**config.mk**
```make
export PLATFORM = sky130hd
export DESIGN_NAME = refresh_scanner
export DESIGN_NICKNAME = d
export VERILOG_FILES = /design/src/rtl/refresh_scanner.sv
export SDC_FILE = /design/constraint.sdc
export NUM_CORES = 1
export LEC_CHECK = 0
export ABC_CLOCK_PERIOD_IN_PS = 2600
export BUFFER_PORTS_ARGS = -buffer_cell sky130_fd_sc_hd__buf_2
export CORE_ASPECT_RATIO = 0.8
export CORE_MARGIN = 5
export CORE_UTILIZATION = 34
export CTS_CLUSTER_SIZE = 24
export DETAILED_ROUTE_END_ITERATION = 10
export SLEW_MARGIN = 20
export SYNTH_ARGS = -nofsm -noshare
export SYNTH_HDL_FRONTEND = slang
export SYNTH_SLANG_ARGS = --single-unit
```
**constraint.sdc**
```tcl
create_clock -name clock -period 2.6 [get_ports clock]
set_clock_uncertainty 0.2 [all_clocks]
set_input_delay 0.26 -clock clock [delete_from_list [all_inputs] [get_ports clock]]
set_output_delay 0.26 -clock clock [all_outputs]
set_load 0.05 [all_outputs]
```
**src/rtl/refresh_scanner.sv**
```systemverilog
// refresh_scanner: digit-scan sequencer for multiplexed seven-segment displays
// Ports:
//   clock, reset_n     system clock, synchronous active-low reset
//   enable             scanning runs while high
//   digit_mask         per-digit scan enable (1 = scanned)
//   digit_index        index of the current slot's digit
//   anode_n            active-low one-hot anode enable
//   blank              high whenever no anode is asserted
//   scan_tick          pulse on the first cycle of every slot
//   frame_done         pulse on the first cycle of a slot reached by wrapping
module refresh_scanner #(
    parameter int NUM_DIGITS   = 4,
    parameter int PRESCALE     = 100000,
    parameter int BLANK_CYCLES = 1000,
    localparam int IDX_W = NUM_DIGITS > 1 ? $clog2(NUM_DIGITS) : 1
) (
    input  logic                  clock,
    input  logic                  reset_n,
    input  logic                  enable,
    input  logic [NUM_DIGITS-1:0] digit_mask,
    output logic [IDX_W-1:0]      digit_index,
    output logic [NUM_DIGITS-1:0] anode_n,
    output logic                  blank,
    output logic                  scan_tick,
    output logic                  frame_done
);
    localparam int CNT_W = $clog2(PRESCALE);
    localparam logic [CNT_W-1:0] LAST  = CNT_W'(PRESCALE - 1);
    localparam logic [CNT_W-1:0] BLANK = CNT_W'(BLANK_CYCLES);

    typedef enum logic {IDLE, RUN} state_t;

    state_t                  state;
    logic [CNT_W-1:0]        cnt, cnt_n;
    logic [IDX_W-1:0]        idx_first, idx_adv, idx_n;
    logic [NUM_DIGITS-1:0]   onehot;
    logic                    run_ok, last, show_n;

    // first set mask bit at or after start, searching circularly
    function automatic logic [IDX_W-1:0] find(input int start, input logic [NUM_DIGITS-1:0] m);
        logic [IDX_W-1:0] r;
        r = '0;
        for (int k = NUM_DIGITS - 1; k >= 0; k--)
            if (m[(start + k) % NUM_DIGITS]) r = IDX_W'((start + k) % NUM_DIGITS);
        return r;
    endfunction

    // outputs are registered from the values the next cycle will hold
    always_comb begin
        run_ok    = enable && |digit_mask;
        last      = state == RUN && cnt == LAST;
        idx_first = find(int'(digit_index), digit_mask);
        idx_adv   = find((int'(digit_index) + 1) % NUM_DIGITS, digit_mask);
        idx_n     = state == IDLE ? idx_first : last ? idx_adv : digit_index;
        cnt_n     = state == RUN && !last ? cnt + 1'b1 : '0;
        onehot    = NUM_DIGITS'(1) << idx_n;
        show_n    = cnt_n >= BLANK && digit_mask[idx_n];
    end

    always_ff @(posedge clock) begin
        if (!reset_n) begin
            state       <= IDLE;
            cnt         <= '0;
            digit_index <= '0;
            anode_n     <= '1;
            blank       <= 1'b1;
            scan_tick   <= 1'b0;
            frame_done  <= 1'b0;
        end else if (!run_ok) begin
            state      <= IDLE;
            cnt        <= '0;
            anode_n    <= '1;
            blank      <= 1'b1;
            scan_tick  <= 1'b0;
            frame_done <= 1'b0;
        end else begin
            state       <= RUN;
            cnt         <= cnt_n;
            digit_index <= idx_n;
            anode_n     <= show_n ? ~onehot : '1;
            blank       <= !show_n;
            scan_tick   <= state == IDLE || last;
            frame_done  <= last && idx_adv <= digit_index;
        end
    end
endmodule

```
==> results.md <==
- Worst R2R Start: cnt[0]
- Register area: 541 µm²
- Area contributors post-synth: dfxtp_1 (34%), nor2_1 (5.4%), xnor2_1 (5.0%), xor2_1 (3.3%), a21oi_1 (2.8%)
- Gate power share: 14.1%
- Ys Warns: 0
- Worst reg2reg path depth: 7
- Worst Hold Class: in -> reg
- Avg WL per Cell: 13.2 µm
- CTS Root Cell: clkbuf_8
- Vias in the first global route: 1,268
- Slew HR: 58.9%
- CP Class: reg -> reg
- Core outline area: 4570 µm²
- Post-layout min period: 2440 ps
- Switching Share: 27.4%
- Net Switching: 0.000216 W
- GPL Wtd Cong: 0.880
- Critical path depth: 7
- HPWL Detailed: 2570 µm
- Top-area cell type share of the netlist area: 34.0%
- Req. time, crit path: 2560 ps
- ANT cells: 0
- Hold Violations, Final: 0
- CP Capture Point: anode_n[0]
- Post-Syn Area: 1590 µm²
- Max Clock Freq: 410 MHz
- DRC Markers: 0
- Cells along the critical path: ha_2 > and4_2 > and4_1 > a22oi_1 > and2_2 > nand2_1 > or4b_1
- Max-cap violations: 0
- Fill cells: 487
- 1st-iter DRT viols: 175
- CTS buffer count: 3
- Effective utilization at floorplan: 34.8%
- Routed Antenna Nets: 0
- # H-tree levels: 1
- Critical path endpoint category: register
- Worst-margin pin slew: 614 ps
- Post-Syn Instances: 183
- Final Max Tran Viols: 0
- Total GRT Usage: 11.6%
- CP startpoint kind: register
- Worst Path Buf+Inv: 0
- Number of port buffers: 15
- DIE AREA: 6150 µm²
- CTS tree: built
- Main synth FF type: dfxtp_1
- Die height: 71.1 µm
- Reg2reg setup slack: 160 ps
- Max stage delay on crit path: 450 ps
- Register area share after synthesis: 34.0%
- Initial antenna violation count: 0
- Die width: 86.4 µm
- Worst-path fanout max: 7
- Leak: 0.616 nW
- Syn_nets: 193
- Hold Slack: 16.5 ps
- Layout cells sized above 1: 20.1%
- Total global routing overflow: 0
- Final Setup Violations: 0
- Launch point of the worst path: cnt[0]
- Seq pwr share: 54.5%
- Dpl cell area: 1720 µm²
- Post-synth EDFFs: 0
- Crit path DAT: 2400 ps
- CTS Sinks: 27
- Top cell type by total area after synthesis: dfxtp_1
- Async S/R FF share, synth: 0%
- First-pass GRT wire length: 5910 µm
- Worst path slowest cell: or4b_1
- Area of the multi-input gates: 975 µm²
- DR pass1 iterations: 4
- Syn-to-layout area delta: 12.4%
- Pin count of the biggest net entering global routing: 17
- Pint: 0.000572 W
- Clk buf depth: 2
- Peak VDD IR: 0.183 mV
- Overall power: 0.000788 W
- Syn Area/Cell: 8.68 µm²
- Clk_lat worst skew: 280 ps
- Pwr Density: 441 nW/µm²
- RSZ-0062 raised after global routing: no
- Routed vias: 1,356
- Post-Route Setup TNS: 0 ps
- Status: complete, no violations
- #FFs+latches synth: 27
- Rows: 22
- Clk slew on worst S/H paths: 100 ps
- Via density per instance: 5.24
- Total wire length: 3410 µm
- Reg-to-Reg End: anode_n[0]
- Nets@finish: 210
- Count of cell types in the netlist: 55
- Final period util: 93.8%
- CP delay by family, top: simple AND/OR/NAND/NOR gates
- Clk pwr share: 31.4%
- Top Ports: 16
- Final instance area: 1790 µm²
==> cell usage in the layout (no fill, tap or decap), types with 2 or more instances in the layout <==
master    synthesis  routed
nor3b_1           2       2
xor2_1            6       6
and4_1            4       4
nor4b_1           2       2
dfxtp_1          27      27
and2_2            2       2
nand3_1           8       8
inv_1             9       9
a21boi_0          2       2
nand2b_1          2       2
o21ai_0           4       4
ha_1              3       2
or3_1             2       2
a21oi_1           9       9
nor4bb_1          2       2
and2_4            2       2
a311oi_1          3       3
a211o_1           2       2
nand4_1           5       5
nor3_1            6       5
nand2_1           9       9
and2_1            2       2
clkbuf_8          0       3
buf_2             2      15
a22oi_1           2       2
and3_2            3       3
buf_4             0       5
nor2_1           23      23
xnor2_1           9       9
mux2i_1           2       2
==> worst register-to-register path, delay by kind of cell, from the launching register on <==
family                     cells  cell delay [ps]
and+or+nand+nor                5             1300
DFF                            1              350
AOI/OAI and AO/OA              1              270
adders and majority gates      1              220
==> kinds of logic after synthesis <==
group | synth area share [%]
compound gates | 16.0
xor+xnor | 8.27
fa+ha+maj | 2.36
buf+inv | 5.90
flops | 34.0
mux | 3.39
simple gates | 30.1
==> metal layers <==
| layer | track usage (%) | up-vias | wire length [µm] |
|---|---|---|---|
| met4 | 3.11 | 0 | 14 |
| met5 | 0 | - | 0 |
| met1 | 17.5 | 620 | 1840 |
| met3 | 1.86 | 2 | 186 |
| li1 | - | 700 | - |
| met2 | 16.8 | 34 | 1370 |
==> synthesized netlist by cell type (all sizes together) (2+ instances only) <==
cell / n
nand3: 8
and3: 4
a211o: 2
nor2: 23
nor4b: 2
nor4bb: 2
and2: 6
or3: 2
a21oi: 9
buf: 5
xor2: 6
nor3b: 2
o21ai: 5
xnor2: 9
a21boi: 2
mux2i: 2
a311oi: 3
a22oi: 2
nand4: 5
nor3: 6
and4: 6
nand2: 9
nand2b: 2
dfxtp: 27
ha: 3
clkbuf: 3
inv: 9
==> stage by stage <==
step	setup WS [ps]	instances	util (%)
4_1_cts	100	259	38.6
2_1_floorplan	6.97	183	-
6_report	161	259	39.1
3_5_place_dp	114	255	37.6
3_3_place_gp	159	255	37.6
5_1_grt	9.14	259	39.1
==> power groups by stage <==
stage	logic [W]	registers [W]	clock network (W)
3_3_place_gp	0.000110	0.000438	0
3_5_place_dp	0.000111	0.000439	0
4_1_cts	0.000111	0.000429	0.000257
6_report	0.000111	0.000429	0.000248
5_1_grt	0.000123	0.000431	0.000276
2_1_floorplan	0.0000767	0.000446	0
==> flip-flops by register name (all words and copies together) (netlist names) <==
signal	flops
scan_tick	1
state	1
anode_n	4
cnt	17
blank	1
digit_index	2
frame_done	1
==> repair_timing <==
item | CTS | global route
endpoints found under the setup margin | 0 | 2
hold buffers | 0 | 0
buffers inserted | 0 | 0
resized for setup | 0 | 4
==> how the worst min path moves through the flow <==
stage / from / end / slack, ps / depth (start not counted)
6_report: reset_n / digit_index[0] / 20 / 2
3_5_place_dp: cnt[0] / cnt[0] / 260 / 1
2_1_floorplan: reset_n / digit_index[0] / 190 / 1
5_1_grt: reset_n / digit_index[1] / 20 / 2
3_3_place_gp: cnt[0] / cnt[0] / 250 / 1
4_1_cts: reset_n / digit_index[1] / 20 / 2
==> area by class of cell <==
class                   count  area share [%]
clock buffers               3            2.31
clock inverters             1           0.420
inverters                   9            1.89
multi-input cells         139            54.6
flip-flops and latches     27            30.3
well taps                  60            4.20
repair buffers             20            6.31
Note: power is estimated with default switching activity, not from simulation.
